[src/rtl/reg_file_sb.sv]
// Register file with a per-register busy (scoreboard) bit: claims mark a register
// pending, writebacks retire it. Two registered read ports with write-first bypass.
module reg_file_sb #(
  parameter int WIDTH   = 16,
  parameter int DEPTH   = 8,
  parameter bit ZERO_R0 = 1'b1,
  localparam int AW     = (DEPTH > 2) ? $clog2(DEPTH) : 1
) (
  input  logic             CLK,
  input  logic             reset,
  input  logic             we,
  input  logic [AW-1:0]    waddr,
  input  logic [WIDTH-1:0] wdata,
  input  logic [AW-1:0]    raddr_a,
  input  logic [AW-1:0]    raddr_b,
  input  logic             claim_en,
  input  logic [AW-1:0]    claim_addr,
  output logic [WIDTH-1:0] rdata_a,
  output logic [WIDTH-1:0] rdata_b,
  output logic             busy_a,
  output logic             busy_b,
  output logic [DEPTH-1:0] busy_vec
);

  logic [WIDTH-1:0] mem_q [DEPTH];
  logic [WIDTH-1:0] mem_d [DEPTH];
  logic [DEPTH-1:0] busy_q, busy_d;
  logic [WIDTH-1:0] rdata_a_q, rdata_a_d, rdata_b_q, rdata_b_d;
  logic             busy_a_q, busy_a_d, busy_b_q, busy_b_d;

  // Next state of the whole array; reads sample this so they see the same edge's
  // write and claim (write-first). Addresses >= DEPTH match no entry and read as 0.
  always_comb begin
    // NOTE: every always_comb output gets a default first so no path leaves it unassigned (no latch).
    mem_d     = mem_q;
    busy_d    = busy_q;
    rdata_a_d = '0;
    rdata_b_d = '0;
    busy_a_d  = 1'b0;
    busy_b_d  = 1'b0;
    for (int i = 0; i < DEPTH; i++) begin
      if (!(ZERO_R0 && i == 0)) begin
        if (we && waddr == AW'(i)) begin
          mem_d[i]  = wdata;
          busy_d[i] = 1'b0;
        end
        // Claim is applied after the write so a same-address claim wins.
        if (claim_en && claim_addr == AW'(i)) begin
          busy_d[i] = 1'b1;
        end
      end
    end
    for (int i = 0; i < DEPTH; i++) begin
      if (raddr_a == AW'(i)) begin
        rdata_a_d = mem_d[i];
        busy_a_d  = busy_d[i];
      end
      if (raddr_b == AW'(i)) begin
        rdata_b_d = mem_d[i];
        busy_b_d  = busy_d[i];
      end
    end
  end

  // NOTE: sequential state uses non-blocking assignments so every flop samples pre-edge values.
  always_ff @(posedge CLK) begin
    if (reset) begin
      // NOTE: the array itself is reset here because the register contents must read 0 after reset,
      // which keeps it in flops rather than a RAM macro.
      for (int i = 0; i < DEPTH; i++) begin
        mem_q[i] <= '0;
      end
      busy_q    <= '0;
      rdata_a_q <= '0;
      rdata_b_q <= '0;
      busy_a_q  <= 1'b0;
      busy_b_q  <= 1'b0;
    end else begin
      mem_q     <= mem_d;
      busy_q    <= busy_d;
      rdata_a_q <= rdata_a_d;
      rdata_b_q <= rdata_b_d;
      busy_a_q  <= busy_a_d;
      busy_b_q  <= busy_b_d;
    end
  end

  assign rdata_a  = rdata_a_q;
  assign rdata_b  = rdata_b_q;
  assign busy_a   = busy_a_q;
  assign busy_b   = busy_b_q;
  assign busy_vec = busy_q;

endmodule

[config.mk]
export PLATFORM = sky130hd
export DESIGN_NAME = reg_file_sb
export DESIGN_NICKNAME = d
export VERILOG_FILES = /design/src/rtl/reg_file_sb.sv
export SDC_FILE = /design/constraint.sdc
export NUM_CORES = 1
export LEC_CHECK = 0
export CORE_MARGIN = 10
export CORE_UTILIZATION = 50
export CTS_CLUSTER_SIZE = 20
export DETAILED_ROUTE_END_ITERATION = 7
export GPL_ROUTABILITY_DRIVEN = 1
export PLACE_DENSITY = 0.76
export SYNTH_ARGS = -nofsm -noshare
export SYNTH_HDL_FRONTEND = slang
export SYNTH_SLANG_ARGS = --single-unit
export TNS_END_PERCENT = 20
[constraint.sdc]
create_clock -name CLK -period 1.7 [get_ports CLK]
set_input_delay 0.17 -clock CLK [delete_from_list [all_inputs] [get_ports CLK]]
set_output_delay 0.17 -clock CLK [all_outputs]
set_load 0.02 [all_outputs]
==> reports/metrics.yaml <==
worstMarginPinSlew_ps: 815
clkPwrFrac_pct: 44.8
status: "complete, but fails checks"
seq_area_frac_synth_pct: 44.6
drt_iter0_drc: 1305
rsz0062_at_grt: "true"
grt_pass1_vias: 7442
finalNonFillerCells: 1177
seq_power_share_pct: 40.4
gp_congestion: 1.05
post_drt_wl_per_cell_um: 24.6
synth_edf_count: 0
clock_tree.htree_level_count: 4
numPortBuffers: 72
crit_slowest_cell: "nor4bb_4"
final_nets: 1020
reg2regPathDepth: 5
synthTopCellsByArea: "dfxtp_1 (45%), mux2i_1 (16%), nor2_1 (7.5%), o22ai_1 (6.6%), o21ai_0 (3.1%)"
cp-endpoint: "rdata_a[1]$_SDFF_PP0_"
clk_latency_ps: 440
ir_drop_v: 0.000684
p_leak_nw: 4.51
die_x_um: 137
syn_inst: 761
clk_pin_slew_ps: 70
cts_sinks: 153
ys.flop_type: "dfxtp_1"
violations: "design-rule violations, negative setup slack"
critPathMaxFanout: 6
grt_max_degree: 50
grt-ovfl-total: 0
worst-setup-path-type: "in -> reg"
cts-root-buf: "clkbuf_16"
detail-route-antenna-nets: 0
power.share.switching_pct: 26.4
setup_viol: 6
final_core_util_pct: 76.9
ios: 74
arrival_ps: 2210
crit_path_start: "waddr[2]"
syn2layout_area_growth_pct: 49.5
worst_setup_path_end_kind: "register"
finalMaxSlewViolations: 0
dr.pass1.iters: 8
path_cells: "clkdlybuf4s15_1 -> buf_6 -> nor4bb_4 -> buf_4 -> bufbuf_16 -> mux2i_4 -> o21ai_1 -> o22ai_1 -> o221ai_1"
cts_buffers: 17
syn_area_per_cell_um2: 9.02
cts_tree: "built"
initial_utilization_pct: 51.4
start_kind: "input pin"
antenna_cells: 0
placement_rows: 42
cts_buffer_depth: 2
syn-num-nets: 793
reg2reg_setup_slack_ps: 340
drive_above_1_share_pct: 29.3
ys_types: 52
power.internal_mw: 6.82
drt-total-wl_mm: 28.9
period_share_pct: 112
core_area_mm2: 0.0133
die_h_um: 137
place_inst: 1133
grt_pass1_wl_mm: 40.7
ys_seq_elements: 153
fin_crit_ps: 1900
syn_area_mm2: 0.00686
clock.fmax_mhz: 526
vias: 7748
dieArea_mm2: 0.0188
post-synth-top-count-cell: "dfxtp_1"
cp.required_ps: 2010
combPwrFrac_pct: 14.8
power.total_mw: 9.26
synth_area_leader_cell: "dfxtp_1"
grt_use_total_pct: 27.9
vias_per_cell: 6.58
p_sw_mw: 2.44
cap_violations: 0
fin_ws_ps: -202
slew-limit-headroom_pct: 45.6
place_ws_ps: -638
hp-class: "in -> reg"
ys_warn_count: 0
slowest_delay_ps: 290
synth_top_area_share_pct: 44.6
async_flop_share_pct: 0
finalSetupTns_ps: -288
fin_skew_ps: 9.70
grt_antenna_before_repair: 0
drc_errors: 10
worstReg2RegEnd: "rdata_b[15]$_SDFF_PP0_"
hpwl_mm: 17.5
reg2reg_from: "mem_q[111]$_SDFF_PP0_"
synth_common_cells: "dfxtp_1 (153), nor2_1 (137), mux2i_1 (109), o22ai_1 (72), o21ai_0 (42)"
p_per_area_mw_per_mm2: 902
hold_viol: 0
whs_path_depth: 3
fillCellCount: 803
[registers in the layout, summed over array words and instances (netlist names)]
register,flops
mem_q,112
rdata_a,16
rdata_b,16
busy_vec,7
busy_a,1
busy_b,1
[how the worst min path moves through the flow]
stage                    startpoint               endpoint
4_1_cts                       reset   mem_q[89]$_SDFF_PP0_
5_1_grt                       reset   mem_q[62]$_SDFF_PP0_
3_5_place_dp   mem_q[20]$_SDFF_PP0_   mem_q[20]$_SDFF_PP0_
3_3_place_gp   mem_q[20]$_SDFF_PP0_   mem_q[20]$_SDFF_PP0_
2_1_floorplan             wdata[15]  mem_q[111]$_SDFF_PP0_
6_report                      reset   mem_q[41]$_SDFF_PP0_
[repair_timing]
item,CTS,global route
hold buffers,0,0
cloned,1,0
setup endpoints to repair,34,32
setup buffers,5,6
pin swaps,4,8
resized for setup,28,46
[power by group through the flow]
stage	registers, mW	logic, mW	clock network (mW)
finish	3.74	1.37	4.15
global route	3.74	1.42	4.29
CTS	3.73	1.25	4.11
detailed placement	3.81	1.20	0
global placement	3.80	1.17	0
floorplan	3.85	0.515	0
[layout make-up]
cell class / count / area (um^2) / share of cell area, %
Timing Repair Buffer: 278 / 2560 / 24.9
Clock inverter: 13 / 189 / 1.84
Sequential cell: 153 / 3060 / 29.9
Clock buffer: 19 / 443 / 4.32
Inverter: 5 / 18.8 / 0.183
Tap cell: 176 / 220 / 2.15
Multi-Input combinational cell: 533 / 3770 / 36.7
[routing by layer]
layer  vias up  wire length [um]  track usage, %  share of wire (%)
met2       693             12800            43.0                 44
met4         0              1820            13.2                6.3
met3       201              3860            8.10                 13
li1       3248                 -               -                  -
met5         -                 0               0                  0
met1      3606             10400            35.0                 36
[logic make-up (layout without fill, tap and decap cells)]
| kind of cell | after synthesis | in the layout | share of synthesized area (%) |
|---|---|---|---|
| compound gates | 201 | 201 | 19.4 |
| simple gates | 222 | 222 | 15.0 |
| buf+inv | 75 | 315 | 5.07 |
| other cells | 1 | 1 | 0.0546 |
| mux | 109 | 109 | 15.9 |
| flops | 153 | 153 | 44.6 |
[cells in the final DEF (no fill, tap or decap), drive strengths merged, types with 19 or more instances in the layout]
| cell | netlist | routed |
|---|---|---|
| buf | 34 | 206 |
| clkbuf | 36 | 19 |
| clkdlybuf4s50 | 0 | 67 |
| dfxtp | 153 | 153 |
| mux2i | 109 | 109 |
| nand2 | 31 | 31 |
| nor2 | 137 | 137 |
| o21ai | 44 | 44 |
| o221ai | 19 | 19 |
| o22ai | 72 | 72 |
[per-stage QoR]
stage	cell area (um^2)	hold slack, ps
3_3_place_gp	9170	469
4_1_cts	9990	239
5_1_grt	10300	280
2_1_floorplan	6860	347
3_5_place_dp	9170	491
6_report	10300	256
[worst max-delay path: cells and delay by family]
| kind | cells | cell delay (ps) |
|---|---|---|
| simple gates | 1 | 290 |
| mux | 1 | 280 |
| compound gates | 3 | 640 |
| buf+inv | 4 | 830 |
Note: power is estimated with default switching activity, not from simulation.
